===== src/rtl/channel_scan_controller.sv =====
// channel_scan_controller
//   Steps an external 8-to-1 mux through channels 0..7. Each channel is held
//   for SETTLE_CYCLES settle cycles plus one sample cycle. The sampled bits
//   are assembled into an 8-bit word that is published at the end of a scan.
//   Scans run once (mode=0) or repeat back-to-back (mode=1) until stop.
//
// Ports
//   clk           : clock, rising edge
//   rst_n         : asynchronous active-low reset
//   start         : scan request, only sampled in IDLE
//   mode          : 0 single scan, 1 continuous; latched when start is accepted
//   stop          : end after the current scan; sampled every busy cycle
//   mux_out       : output line of the downstream mux
//   selector_bits : channel select to the mux
//   busy          : scan in progress
//   word_valid    : one-cycle pulse when word updates
//   word          : last completed scan, bit k = channel k
//   scan_count    : completed scans, modulo 256
//
// State table
//   IDLE   | waiting for start, selector parked at 0
//   SETTLE | selector stable, letting the mux output settle
//   SAMPLE | capture mux_out into the shadow word on the exit edge
module channel_scan_controller #(
  parameter int unsigned SETTLE_CYCLES = 1
) (
  input  logic       clk,
  input  logic       rst_n,
  input  logic       start,
  input  logic       mode,
  input  logic       stop,
  input  logic       mux_out,
  output logic [2:0] selector_bits,
  output logic       busy,
  output logic       word_valid,
  output logic [7:0] word,
  output logic [7:0] scan_count
);

  typedef enum logic [1:0] {
    IDLE   = 2'd0,
    SETTLE = 2'd1,
    SAMPLE = 2'd2
  } state_t;

  localparam logic [3:0] SETTLE_LAST = 4'(SETTLE_CYCLES - 1);

  state_t     state_q, state_d;
  logic [2:0] sel_q, sel_d;
  logic       busy_q, busy_d;
  logic       word_valid_q, word_valid_d;
  logic [7:0] word_q, word_d;
  logic [7:0] scan_count_q, scan_count_d;
  logic       mode_q, mode_d;
  logic       stop_pending_q, stop_pending_d;
  logic [3:0] settle_q, settle_d;
  logic [7:0] shadow_q, shadow_d;

  always_comb begin
    state_d        = state_q;
    sel_d          = sel_q;
    busy_d         = busy_q;
    word_valid_d   = 1'b0;
    word_d         = word_q;
    scan_count_d   = scan_count_q;
    mode_d         = mode_q;
    stop_pending_d = stop_pending_q;
    settle_d       = settle_q;
    shadow_d       = shadow_q;

    if (busy_q && stop) begin
      stop_pending_d = 1'b1;
    end

    case (state_q)
      IDLE: begin
        if (start) begin
          state_d        = SETTLE;
          sel_d          = 3'd0;
          busy_d         = 1'b1;
          settle_d       = 4'd0;
          mode_d         = mode;
          // start together with stop yields exactly one scan
          stop_pending_d = stop;
          shadow_d       = 8'h00;
        end
      end

      SETTLE: begin
        if (settle_q == SETTLE_LAST) begin
          state_d = SAMPLE;
        end else begin
          settle_d = settle_q + 4'd1;
        end
      end

      SAMPLE: begin
        shadow_d[sel_q] = mux_out;
        settle_d        = 4'd0;
        if (sel_q != 3'd7) begin
          sel_d   = sel_q + 3'd1;
          state_d = SETTLE;
        end else begin
          // word takes the shadow including the bit captured on this edge
          word_d       = shadow_d;
          word_valid_d = 1'b1;
          scan_count_d = scan_count_q + 8'd1;
          shadow_d     = 8'h00;
          sel_d        = 3'd0;
          // a stop arriving on this very edge also ends continuous mode
          if (mode_q && !(stop_pending_q || stop)) begin
            state_d = SETTLE;
          end else begin
            state_d        = IDLE;
            busy_d         = 1'b0;
            stop_pending_d = 1'b0;
          end
        end
      end

      default: begin
        state_d        = IDLE;
        busy_d         = 1'b0;
        sel_d          = 3'd0;
        stop_pending_d = 1'b0;
      end
    endcase
  end

  always_ff @(posedge clk or negedge rst_n) begin
    if (!rst_n) begin
      state_q        <= IDLE;
      sel_q          <= 3'd0;
      busy_q         <= 1'b0;
      word_valid_q   <= 1'b0;
      word_q         <= 8'h00;
      scan_count_q   <= 8'h00;
      mode_q         <= 1'b0;
      stop_pending_q <= 1'b0;
      settle_q       <= 4'd0;
      shadow_q       <= 8'h00;
    end else begin
      state_q        <= state_d;
      sel_q          <= sel_d;
      busy_q         <= busy_d;
      word_valid_q   <= word_valid_d;
      word_q         <= word_d;
      scan_count_q   <= scan_count_d;
      mode_q         <= mode_d;
      stop_pending_q <= stop_pending_d;
      settle_q       <= settle_d;
      shadow_q       <= shadow_d;
    end
  end

  assign selector_bits = sel_q;
  assign busy          = busy_q;
  assign word_valid    = word_valid_q;
  assign word          = word_q;
  assign scan_count    = scan_count_q;

endmodule


===== config.mk =====
export PLATFORM = sky130hd
export DESIGN_NAME = channel_scan_controller
export DESIGN_NICKNAME = d
export VERILOG_FILES = /design/src/rtl/channel_scan_controller.sv
export SDC_FILE = /design/constraint.sdc
export NUM_CORES = 1
export LEC_CHECK = 0
export BUFFER_PORTS_ARGS = -buffer_cell sky130_fd_sc_hd__buf_2
export CAP_MARGIN = 20
export CORE_ASPECT_RATIO = 0.6
export CORE_MARGIN = 4
export CORE_UTILIZATION = 40
export CTS_CLUSTER_SIZE = 16
export DETAILED_ROUTE_END_ITERATION = 10
export PLACE_DENSITY = 0.64
export REMOVE_ABC_BUFFERS = 1
export SYNTH_ARGS = -nofsm -noshare
export SYNTH_HDL_FRONTEND = slang
export SYNTH_SLANG_ARGS = --single-unit

===== constraint.sdc =====
create_clock -name clk -period 2 [get_ports clk]
set_clock_uncertainty 0.05 [all_clocks]
set_input_delay 0.3 -clock clk [delete_from_list [all_inputs] [get_ports clk]]
set_output_delay 0.3 -clock clk [all_outputs]
set_load 0.005 [all_outputs]

==> impl_metrics.csv <==
group,metric,value,unit
pwr,pwr-share-comb,33.1,%
route,routed_wl,3585,µm
cells_and_area,fin_cells,274,
pwr,clockPowerShare,24.6,%
timing,max_clock_freq,574.7,MHz
timing,slew_viol_final,0,
timing,hold_viol,7,
synthesis,yosysWarnings,0,
route,drc,0,
pwr,p_leak,1.110,nW
route,final_antenna_net_count,0,
global_route,grt-ovfl-total,0,
pwr,p_sw,0.7787,mW
synthesis,synthTopCellsByArea,"dfrtp_1, mux2i_1, a21oi_1, ha_1, inv_1",
job,max_cap_viol_count,0,
timing,hold_ws,-0.006425,ns
synthesis,synth_top_area_cell,"dfrtp_1",
clocking,cts_max_level,2,
synthesis,synth_area,0.001891,mm²
clocking,hold_buffers,0,
synthesis,yosysUniqueCellTypes,42,
setup_path,reg2reg_depth,5,
timing,slew_headroom,68.94,%
setup_path,path_max_fanout,8,
setup_path,r2r-start,"selector_bits[0]$_DFFE_PN0P_",
timing,final.setup.worst_slack,0.2599,ns
timing,worstMarginPinSlew,0.4659,ns
clocking,cts_tree,"done",
die,die_w,96.76,µm
route,drt_first_pass_iters,4,
timing,fin_crit,1.740,ns
clocking,postCtsSetupRepairBufs,0,
cells_and_area,syn2layout_area_growth,16.15,%
place,dpl_cell_area,0.002095,mm²
clocking,clkTransAtPathRegs,0.07,ns
die,die_y,61.25,µm
place,dp_slack,0.2644,ns
global_route,track_usage,12.92,%
route,drt_iter0_drc,59,
synthesis,yosys_register_bits,37,
die,boundaryPins,27,
die,core_area,0.004564,mm²
pwr,p_seq_share,42.2,%
timing,period_share,87.00,%
route,num_vias,1379,
place,dp_cells,266,
synthesis,ys_seq_area_share,48.97,%
setup_path,r2r_end,"shadow_q[3]$_DFFE_PN0P_",
die,rows,19,
cells_and_area,drive_gt1_share,26.07,%
clocking,clockBufferDepth,2,
clocking,cts_made_buffers,5,
setup_path,crit_path_start,"selector_bits[0]$_DFFE_PN0P_",
setup_path,arrival,1.90,ns
cells_and_area,multi_input_area,847.1,µm²
global_route,antenna_found_initial,0,
clocking,cts-root-buf,"clkbuf_8",
synthesis,syn_inst,178,
status,status,"finished, violations left",
die,initial_core_util,41.42,%
pwr,swShare,33.60,%
route,wl_per_cell,13.08,µm
setup_path,endpoint_kind,"flop",
route,via_per_inst,5.033,
place,portBuffers,26,
pwr,p_int,1.539,mW
cells_and_area,nFillCells,432,
cells_and_area,register_area,925.9,µm²
hold_path,min_path_type,"in -> async",
cells_and_area,num_antenna_cells,0,
die,die-area,0.005926,mm²
global_route,grt_max_degree,38,
cells_and_area,final_cell_area,0.002196,mm²
global_route,grt_pass1_wl,5968,µm
status,violations,"negative hold slack",
setup_path,reg2reg_setup_slack,0.26,ns
timing,rsz0062_at_grt,"false",
place,hpwlAfterDp,2648,µm
timing,setup_tns,0,ns
synthesis,synth_top_area_share,48.97,%
clocking,clock_sinks,37,
synthesis,avgSynthCellArea,10.62,µm²
timing,setup_viol,0,
pwr,ir_drop,488.2,µV
setup_path,cp-start-kind,"flop",
cells_and_area,final_common_cell,"dfrtp_1",
global_route,grt_pass1_vias,1197,
clocking,insertion_delay,0.29,ns
place,gp_congestion,0.7388,
clocking,cts_resized,0,
cells_and_area,final_core_util,48.11,%
pwr,power.density,1055,mW/mm²
setup_path,worstPathRequired,2.16,ns
pwr,p_total,2.317,mW
cells_and_area,most-common-layout-cells,"dfrtp_1, buf_2, a21oi_1",
setup_path,critPathKind,"reg -> reg",
cells_and_area,final_net_count,221,
[critical path, stage by stage, from the launching register on]
cell and delay (ns):
dfrtp_1 0.39, ha_1 0.20, ha_1 0.22, nor3b_4 0.37
nand2_1 0.23, o22ai_1 0.21
[kinds of logic after synthesis]
logic type	Yosys count	share of synthesized area [%]
simple gates	55	18.46
compound gates	41	14.36
flops	37	48.97
buf+inv	23	6.221
mux	10	5.427
xor+xnor	7	3.243
fa+ha+maj	5	3.309
[sequential cells by signal, indices dropped and copies added, names as in the netlist]
name,count
busy,1
shadow_q,8
word_valid,1
stop_pending_q,1
word,8
settle_q,4
selector_bits,3
scan_count,8
state_q,2
mode_q,1
[power groups by stage]
stage / clock, mW / sequential [mW] / combinational [mW]
5_1_grt: 0.615 / 0.994 / 0.852
6_report: 0.571 / 0.979 / 0.768
3_5_place_dp: 0 / 0.991 / 0.769
3_3_place_gp: 0 / 0.991 / 0.763
2_1_floorplan: 0 / 1.02 / 0.461
4_1_cts: 0.585 / 0.977 / 0.772
[synth_stat cells (all sizes together)]
master	count
dfrtp	37
a21oi	14
inv	14
nor2	13
nand2	11
mux2i	8
nand3b	7
o22ai	7
buf	6
ha	5
nand3	5
nor3	5
o21ai	5
xor2	5
a32oi	4
nand2b	4
clkbuf	3
nor3b	3
or3b	3
a21o	2
mux2	2
o211ai	2
xnor2	2
a221oi	1
a22o	1
a22oi	1
a32o	1
and2b	1
nor2b	1
nor4	1
o21bai	1
o221ai	1
o2bb2a	1
or2	1
[layer usage]
| metal | vias to the layer above | GRT usage, % | wire length (µm) |
|---|---|---|---|
| met5 | - | 0 | 0 |
| met4 | 0 | 5.400 | 60 |
| met3 | 8 | 4.072 | 181 |
| met2 | 31 | 16.27 | 1281 |
| met1 | 645 | 19.89 | 2061 |
| li1 | 695 | - | - |
[how the worst max path moves through the flow]
stage,end,depth (start not counted)
2_1_floorplan,shadow_q[7]$_DFFE_PN0P_,5
3_3_place_gp,shadow_q[3]$_DFFE_PN0P_,5
3_5_place_dp,shadow_q[2]$_DFFE_PN0P_,5
4_1_cts,shadow_q[2]$_DFFE_PN0P_,5
5_1_grt,shadow_q[2]$_DFFE_PN0P_,5
6_report,shadow_q[3]$_DFFE_PN0P_,5
[area by class of cell]
cell class | count | share of cell area, %
timing repair buffer | 34 | 8.661
clock buffer | 7 | 4.387
multi-input combinational | 118 | 38.58
inverter | 14 | 2.393
clock inverter | 1 | 0.2279
sequential | 37 | 42.17
tap | 63 | 3.590
Note: power is estimated with default switching activity, not from simulation.
